===== src/rtl/multisymbolsum_sched.sv =====
// Credit-based scheduler for a shared multi-symbol adder tree: round-robin issue, fixed-latency
// tracking, result-buffer pointers. Optional counters under MULTISYMBOLSUM_SCHED_STATS_EN.
module multisymbolsum_sched #(
  parameter int SUM_LATENCY = 4,
  parameter int FIFO_DEPTH  = 8,
  parameter int TAG_W       = 4,
  localparam int AW         = $clog2(FIFO_DEPTH)
) (
  input  logic                  clk,
  input  logic                  reset,
  input  logic [1:0]            req_valid,
  input  logic [1:0][TAG_W-1:0] req_tag,
  output logic [1:0]            req_ready,
  output logic                  issue_valid,
  output logic                  issue_sel,
  output logic                  buf_wr_en,
  output logic [AW-1:0]         buf_wr_addr,
  output logic [AW-1:0]         buf_rd_addr,
  output logic                  res_valid,
  output logic                  res_src,
  output logic [TAG_W-1:0]      res_tag,
  input  logic                  res_ready
`ifdef MULTISYMBOLSUM_SCHED_STATS_EN
  ,
  output logic [31:0]           stat_issued,
  output logic [31:0]           stat_stalled
`endif
);

  logic [AW:0]            used;      // operations in flight plus buffered entries
  logic [AW:0]            occ;       // buffered entries only
  logic [AW-1:0]          wr_ptr;
  logic [AW-1:0]          rd_ptr;
  logic                   prio;
  logic [SUM_LATENCY-1:0] pipe_v;
  logic [SUM_LATENCY-1:0] pipe_src;
  logic [TAG_W-1:0]       pipe_tag [SUM_LATENCY];
  logic                   src_mem  [FIFO_DEPTH];
  logic [TAG_W-1:0]       tag_mem  [FIFO_DEPTH];

  logic credit_ok;
  logic winner;
  logic grant;
  logic rd_fire;

  // NOTE: every signal written here gets a default first, so no path can infer a latch.
  always_comb begin
    credit_ok = used < (AW+1)'(FIFO_DEPTH);
    winner    = prio;
    if (req_valid == 2'b01)      winner = 1'b0;
    else if (req_valid == 2'b10) winner = 1'b1;
    grant       = !reset && credit_ok && (req_valid != 2'b00);
    req_ready   = grant ? (winner ? 2'b10 : 2'b01) : 2'b00;
    issue_valid = grant;
    issue_sel   = winner;
    buf_wr_en   = pipe_v[SUM_LATENCY-1] && !reset;
    buf_wr_addr = wr_ptr;
    buf_rd_addr = rd_ptr;
    res_valid   = (occ != '0) && !reset;
    res_src     = res_valid ? src_mem[rd_ptr] : 1'b0;
    res_tag     = res_valid ? tag_mem[rd_ptr] : '0;
    rd_fire     = res_valid && res_ready;
  end

  // NOTE: state registers use non-blocking assignments so every flop samples pre-edge values.
  always_ff @(posedge clk) begin
    if (reset) begin
      used   <= '0;
      occ    <= '0;
      wr_ptr <= '0;
      rd_ptr <= '0;
      prio   <= 1'b0;
      pipe_v <= '0;
    end else begin
      used <= used + (AW+1)'(grant) - (AW+1)'(rd_fire);
      occ  <= occ + (AW+1)'(buf_wr_en) - (AW+1)'(rd_fire);
      if (buf_wr_en) wr_ptr <= wr_ptr + 1'b1;
      if (rd_fire)   rd_ptr <= rd_ptr + 1'b1;
      if (grant)     prio   <= !winner;
      pipe_v[0] <= grant;
      for (int i = 1; i < SUM_LATENCY; i++) pipe_v[i] <= pipe_v[i-1];
    end
  end

  // NOTE: payload storage has no reset; it is only ever observed behind a reset-cleared valid.
  always_ff @(posedge clk) begin
    pipe_src[0] <= winner;
    pipe_tag[0] <= req_tag[winner];
    for (int i = 1; i < SUM_LATENCY; i++) begin
      pipe_src[i] <= pipe_src[i-1];
      pipe_tag[i] <= pipe_tag[i-1];
    end
    if (buf_wr_en) begin
      src_mem[wr_ptr] <= pipe_src[SUM_LATENCY-1];
      tag_mem[wr_ptr] <= pipe_tag[SUM_LATENCY-1];
    end
  end

`ifdef MULTISYMBOLSUM_SCHED_STATS_EN
  always_ff @(posedge clk) begin
    if (reset) begin
      stat_issued  <= '0;
      stat_stalled <= '0;
    end else begin
      if (grant && stat_issued != '1) stat_issued <= stat_issued + 32'd1;
      if ((req_valid != 2'b00) && !credit_ok && stat_stalled != '1)
        stat_stalled <= stat_stalled + 32'd1;
    end
  end
`endif

endmodule


===== config.mk =====
export PLATFORM = sky130hd
export DESIGN_NAME = multisymbolsum_sched
export DESIGN_NICKNAME = d
export VERILOG_FILES = /design/src/rtl/multisymbolsum_sched.sv
export SDC_FILE = /design/constraint.sdc
export NUM_CORES = 1
export LEC_CHECK = 0
export ABC_CLOCK_PERIOD_IN_PS = 3050
export CORE_AREA = 2 2 78 80
export CTS_CLUSTER_SIZE = 25
export DETAILED_ROUTE_END_ITERATION = 6
export DIE_AREA = 0 0 80 82
export GPL_ROUTABILITY_DRIVEN = 0
export PLACE_DENSITY = 0.89
export SETUP_SLACK_MARGIN = 0.05
export SLEW_MARGIN = 5
export SYNTH_ARGS = -nofsm -noshare
export SYNTH_HDL_FRONTEND = slang
export SYNTH_SLANG_ARGS = --single-unit

===== constraint.sdc =====
create_clock -name clk -period 3.05 [get_ports clk]
set_input_delay 0.305 -clock clk [delete_from_list [all_inputs] [get_ports clk]]
set_output_delay 0.305 -clock clk [all_outputs]
set_load 0.01 [all_outputs]

**Yosys cells after proc, flatten, opt, wreduce, memory -nomap -nowiden**

Memories as Yosys holds them, arrays and structs flattened. A register that Yosys moved wholly into a read port is not among the register bits.
Index checks and enable logic that the tools add are counted.

- Add/sub/neg operators: 6
- Muxes and demuxes: 14
- Equality and inequality tests: 2
- Reductions and logical operators: 9
- Order comparisons: 2

Operators by type and width:

| operator | count |
|---|---|
| two-way mux 3 bit | 4 |
| two-way mux 4 bit | 3 |
| adder 4 x 1 -> 4 bit | 2 |
| subtractor 4 x 1 -> 4 bit | 2 |
| adder 3 x 1 -> 3 bit (second input constant) | 2 |
| logical AND 1 bit | 5 |
| two-way mux 1 bit | 5 |
| less-than comparator 4 bit (second input constant) | 1 |
| two-way mux 2 bit | 2 |
| nonzero test 4 bit | 1 |
| equality test 2 x 1 -> 1 bit (second input constant) | 1 |
| equality test 2 bit (second input constant) | 1 |
| zero test 1 bit | 2 |
| less-than comparator 1 x 2 -> 1 bit (second input constant) | 1 |
| nonzero test 2 bit | 1 |

- Memories: 3
- Memory bits (writable): 56
- Output and inout bits: 17
- Flip-flop bits (word level): 23
- Input bits: 13
- Logic and storage cells: 43

Memory list:

| name | depth | bits a word | read ports | clocked after memory_dff | wr ports | RTL line | source |
|---|---|---|---|---|---|---|---|
| tag_mem | 8 | 4 | 1 | 1 | 1 | 39 | `logic [TAG_W-1:0] tag_mem [FIFO_DEPTH];` |
| pipe_tag | 4 | 4 | 4 | 0 | 4 | 37 | `logic [TAG_W-1:0] pipe_tag [SUM_LATENCY];` |
| src_mem | 8 | 1 | 1 | 1 | 1 | 38 | `logic src_mem [FIFO_DEPTH];` |

**Depth between registers and ports, before layout**

- Depth in word-level cells: 5
- Depth in mapped cells: 11
- Depth with buffers taken out: 11

**Least setup slack after synthesis**

Ideal clock, no wire load.

- Path kind: register to register
- Start point: reg occ[2]
- End point: reg occ[3]
- Stages on the path, launching flop included: 11
- Buffers on the path: 0
- Setup time: 121 ps
- Arrival time: 1999 ps
- Slack: 930 ps
- Clock period less this slack: 2120 ps
- Required time: 2929 ps
- Cells stage by stage: dfxtp_1 > inv_1 > ha_1 > nor3b_2 > nor2_1 > ha_1 > inv_1 > ha_1 > a21o_1 > a21oi_1 > mux2_2

- Cells in the longest elaborated chain, start to end: 4

RTL lines:

| what | RTL line | source |
|---|---|---|
| from (decl) | 31 | `logic [AW:0] occ;` |
| from (signal assigned) | 76 | `occ <= occ + (AW+1)'(buf_wr_en) - (AW+1)'(rd_fire);` |
| nonzero test 4 bit | 59 | `res_valid = (occ != '0) && !reset;` |
| logical AND 1 bit | 59 |  |
| logical AND 1 bit | 62 | `rd_fire = res_valid && res_ready;` |
| named net rd_fire | 44 | `logic rd_fire;` |
| subtractor 4 x 1 -> 4 bit | 76 |  |

The timed path passes the listed nets, and every way through them passes these cells.
A chain may end at the register's enable or synchronous reset.

**Worst setup path in the final report**

- Start point: reg occ[2]
- End point: out res_tag[0]

- Cells in the longest elaborated chain, start to end: 3

RTL lines:

| what | RTL line | source |
|---|---|---|
| nonzero test 4 bit | 59 |  |
| logical AND 1 bit | 59 |  |
| two-way mux 4 bit | 61 | `res_tag = res_valid ? tag_mem[rd_ptr] : '0;` |
| to (decl) | 21 | `output logic [TAG_W-1:0] res_tag,` |

Every way passes these cells.

==> impl_metrics.tcl <==
set metrics [dict create \
    status "complete, no violations" \
    layout_setup_ws_ns 0.4962 \
    grt_overflow 0 \
    p_per_area_mw_per_mm2 697.7 \
    drt_drc_violations_left 0 \
    initial_core_util_pct 54.44 \
    cp.required_ns 2.74 \
    synth_area_leaders "edfxtp_1 (38%), dfxtp_1 (27%), ha_1 (4.4%)" \
    ioPinCount 30 \
    final_util_pct 63.96 \
    finClkSkew_ns 0.007642 \
    wl_mm 4.853 \
    yosys_warnings 0 \
    worstSkewPairLatency_ns 0.34 \
    slew_viol_final 0 \
    power_mw 2.564 \
    fin_tns_setup_ns 0 \
    hp-class "reg2reg" \
    postCtsHoldBufs 0 \
    peakVddDrop_mv 0.4927 \
    preCtsSetupSlack_ns 0.5549 \
    fin_cells 341 \
    crit_chain "inv_1, ha_1, nor3b_2, or2_1, nor3_2, clkdlybuf4s50_1" \
    slew_headroom_pct 42.48 \
    grt_usage_pct 17.21 \
    synthFlopType "dfxtp_1" \
    clkTransAtPathRegs_ns 0.08 \
    critical_path.max_fanout 7 \
    areaGrowthSynthToFinish_pct 17.48 \
    cts_buffers 9 \
    place_inst 325 \
    vias 1737 \
    core_mm2 0.005746 \
    antenna_left 0 \
    clkSinkCount 82 \
    syn_area_mm2 0.003128 \
    htreeDepth 3 \
    syn-num-nets 249 \
    fmax_ghz 0.3916 \
    die_area_mm2 0.006560 \
    drt_iter0_drc 81 \
    yosysMostFrequentCell "dfxtp_1" \
    async_flop_share_pct 0 \
    finalCritPeriodShare_pct 83.73 \
    cap_violations 0 \
    grt_setup_unrepaired "no" \
    grt_max_degree 21 \
    routedWlPerCell_um 14.23 \
    grt_pass1_wl_mm 8.231 \
    synthTopCellsByCount "dfxtp_1 (42), edfxtp_1 (40), nor2_1 (17)" \
    clock_path_buffers 2 \
    grt_pass1_vias 1696 \
    cp.arrival_ns 2.25 \
    synth_area_leader_cell "edfxtp_1" \
    ys_seq_area_share_pct 65.28 \
    synth_area_per_cell_um2 14.03 \
    finalNetCount 287 \
    max_stage_delay_ns 0.55 \
    synth_top_area_share_pct 38.40 \
    finalSetupViolCount 0 \
    ys_ff_latch 82 \
    worst_pin_slew_ns 0.8562 \
    drive_above_1_share_pct 12.78 \
    die_h_um 82 \
    end_kind "primary output" \
    cts_resized 0 \
    viasPerCell 5.094 \
    first_pass_iters 5 \
    syn_inst 223 \
    rows 28 \
    dpl_cell_area_mm2 0.003505 \
    post_cts_buffers 0 \
    p_leak_nw 1.340 \
    dieWidth_um 80 \
    ys_types 35 \
    fin_hold_ws_ns 0.3229 \
    final_hold_viol_count 0 \
    path_class "reg2out" \
    io_buffers 29 \
    hpwl_mm 3.491 \
    startpoint_type "flop" \
    final_area_mm2 0.003675 \
    tritoncts "yes" \
    cts-root-buf "clkbuf_8" \
    critical-path-slowest-cell "clkdlybuf4s50_1" \
    synth-edff-count 40 \
    diodes 0 \
    antenna_found_initial 0 \
    period_minus_slack_ns 2.554 \
]
## flip-flops by register name, summed over array words and instances (netlist names), named ones only
register     count
pipe_v           4
used             4
prio             1
buf_wr_addr      3
src_mem          8
tag_mem         32
buf_rd_addr      3
occ              4
pipe_tag        16
pipe_src         4
## worst max-delay path: cells and delay by family, from the launching register on
kind                       cells  cell delay, ns
adders and majority gates      1            0.19
buffers and inverters          2            0.60
DFF                            1            0.31
and+or+nand+nor                3            0.80
## power by group
| part | switching (mW) | internal [mW] | total, mW |
|---|---|---|---|
| Sequential | 0.0691 | 1.26 | 1.33 |
| Combinational | 0.268 | 0.303 | 0.571 |
| Clock | 0.360 | 0.300 | 0.660 |
## kinds of logic after synthesis
| kind of cell | Yosys count | synth area share [%] |
|---|---|---|
| flops | 82 | 65.28 |
| simple gates | 51 | 9.000 |
| buf+inv | 21 | 2.880 |
| mux | 27 | 9.760 |
| xor+xnor | 5 | 1.400 |
| fa+ha+maj | 14 | 6.120 |
| compound gates | 23 | 5.559 |
## cells in the final DEF, fill, tap and decap left out, types with 5 or more instances in the layout
cell,instances
nor2b_1,9
nand2b_1,6
o22ai_1,5
nor2_1,17
clkdlybuf4s50_1,29
mux2i_1,11
mux2_1,10
ha_1,11
a22o_1,5
edfxtp_1,40
clkbuf_8,9
inv_1,14
nor3_2,5
nand2_1,6
dfxtp_1,42
## path summary, 6_finish.rpt
| kind | startpoint | endpoint | slack, ns | depth (start not counted) |
|---|---|---|---|---|
| min | pipe_tag[1][2] | pipe_tag[2][2] | 0.32 | 0 |
| max | occ[2] | res_tag[0] | 0.50 | 6 |
| min reg2reg | pipe_tag[1][2] | pipe_tag[2][2] | 0.32 | 0 |
| max reg2reg | occ[2] | occ[3] | 0.76 | 10 |
## final cells by class
| class | count | area (µm²) |
|---|---|---|
| fillers | 436 | 2071 |
| flip-flops and latches | 82 | 2042 |
| multi-input cells | 120 | 996.0 |
| repair buffers | 32 | 312.8 |
| clock buffers | 11 | 131.4 |
| well taps | 75 | 93.84 |
| inverters | 16 | 60.06 |
| clock inverters | 5 | 38.79 |
## per-layer routing
layer	part of all wire [%]	track usage [%]	up-vias
met2	50	28.17	39
met1	45	21.53	824
li1	-	-	868
met5	0	0	-
met3	3.7	5.165	6
met4	1.2	6.949	0
Power figures use the tool's default switching activity.
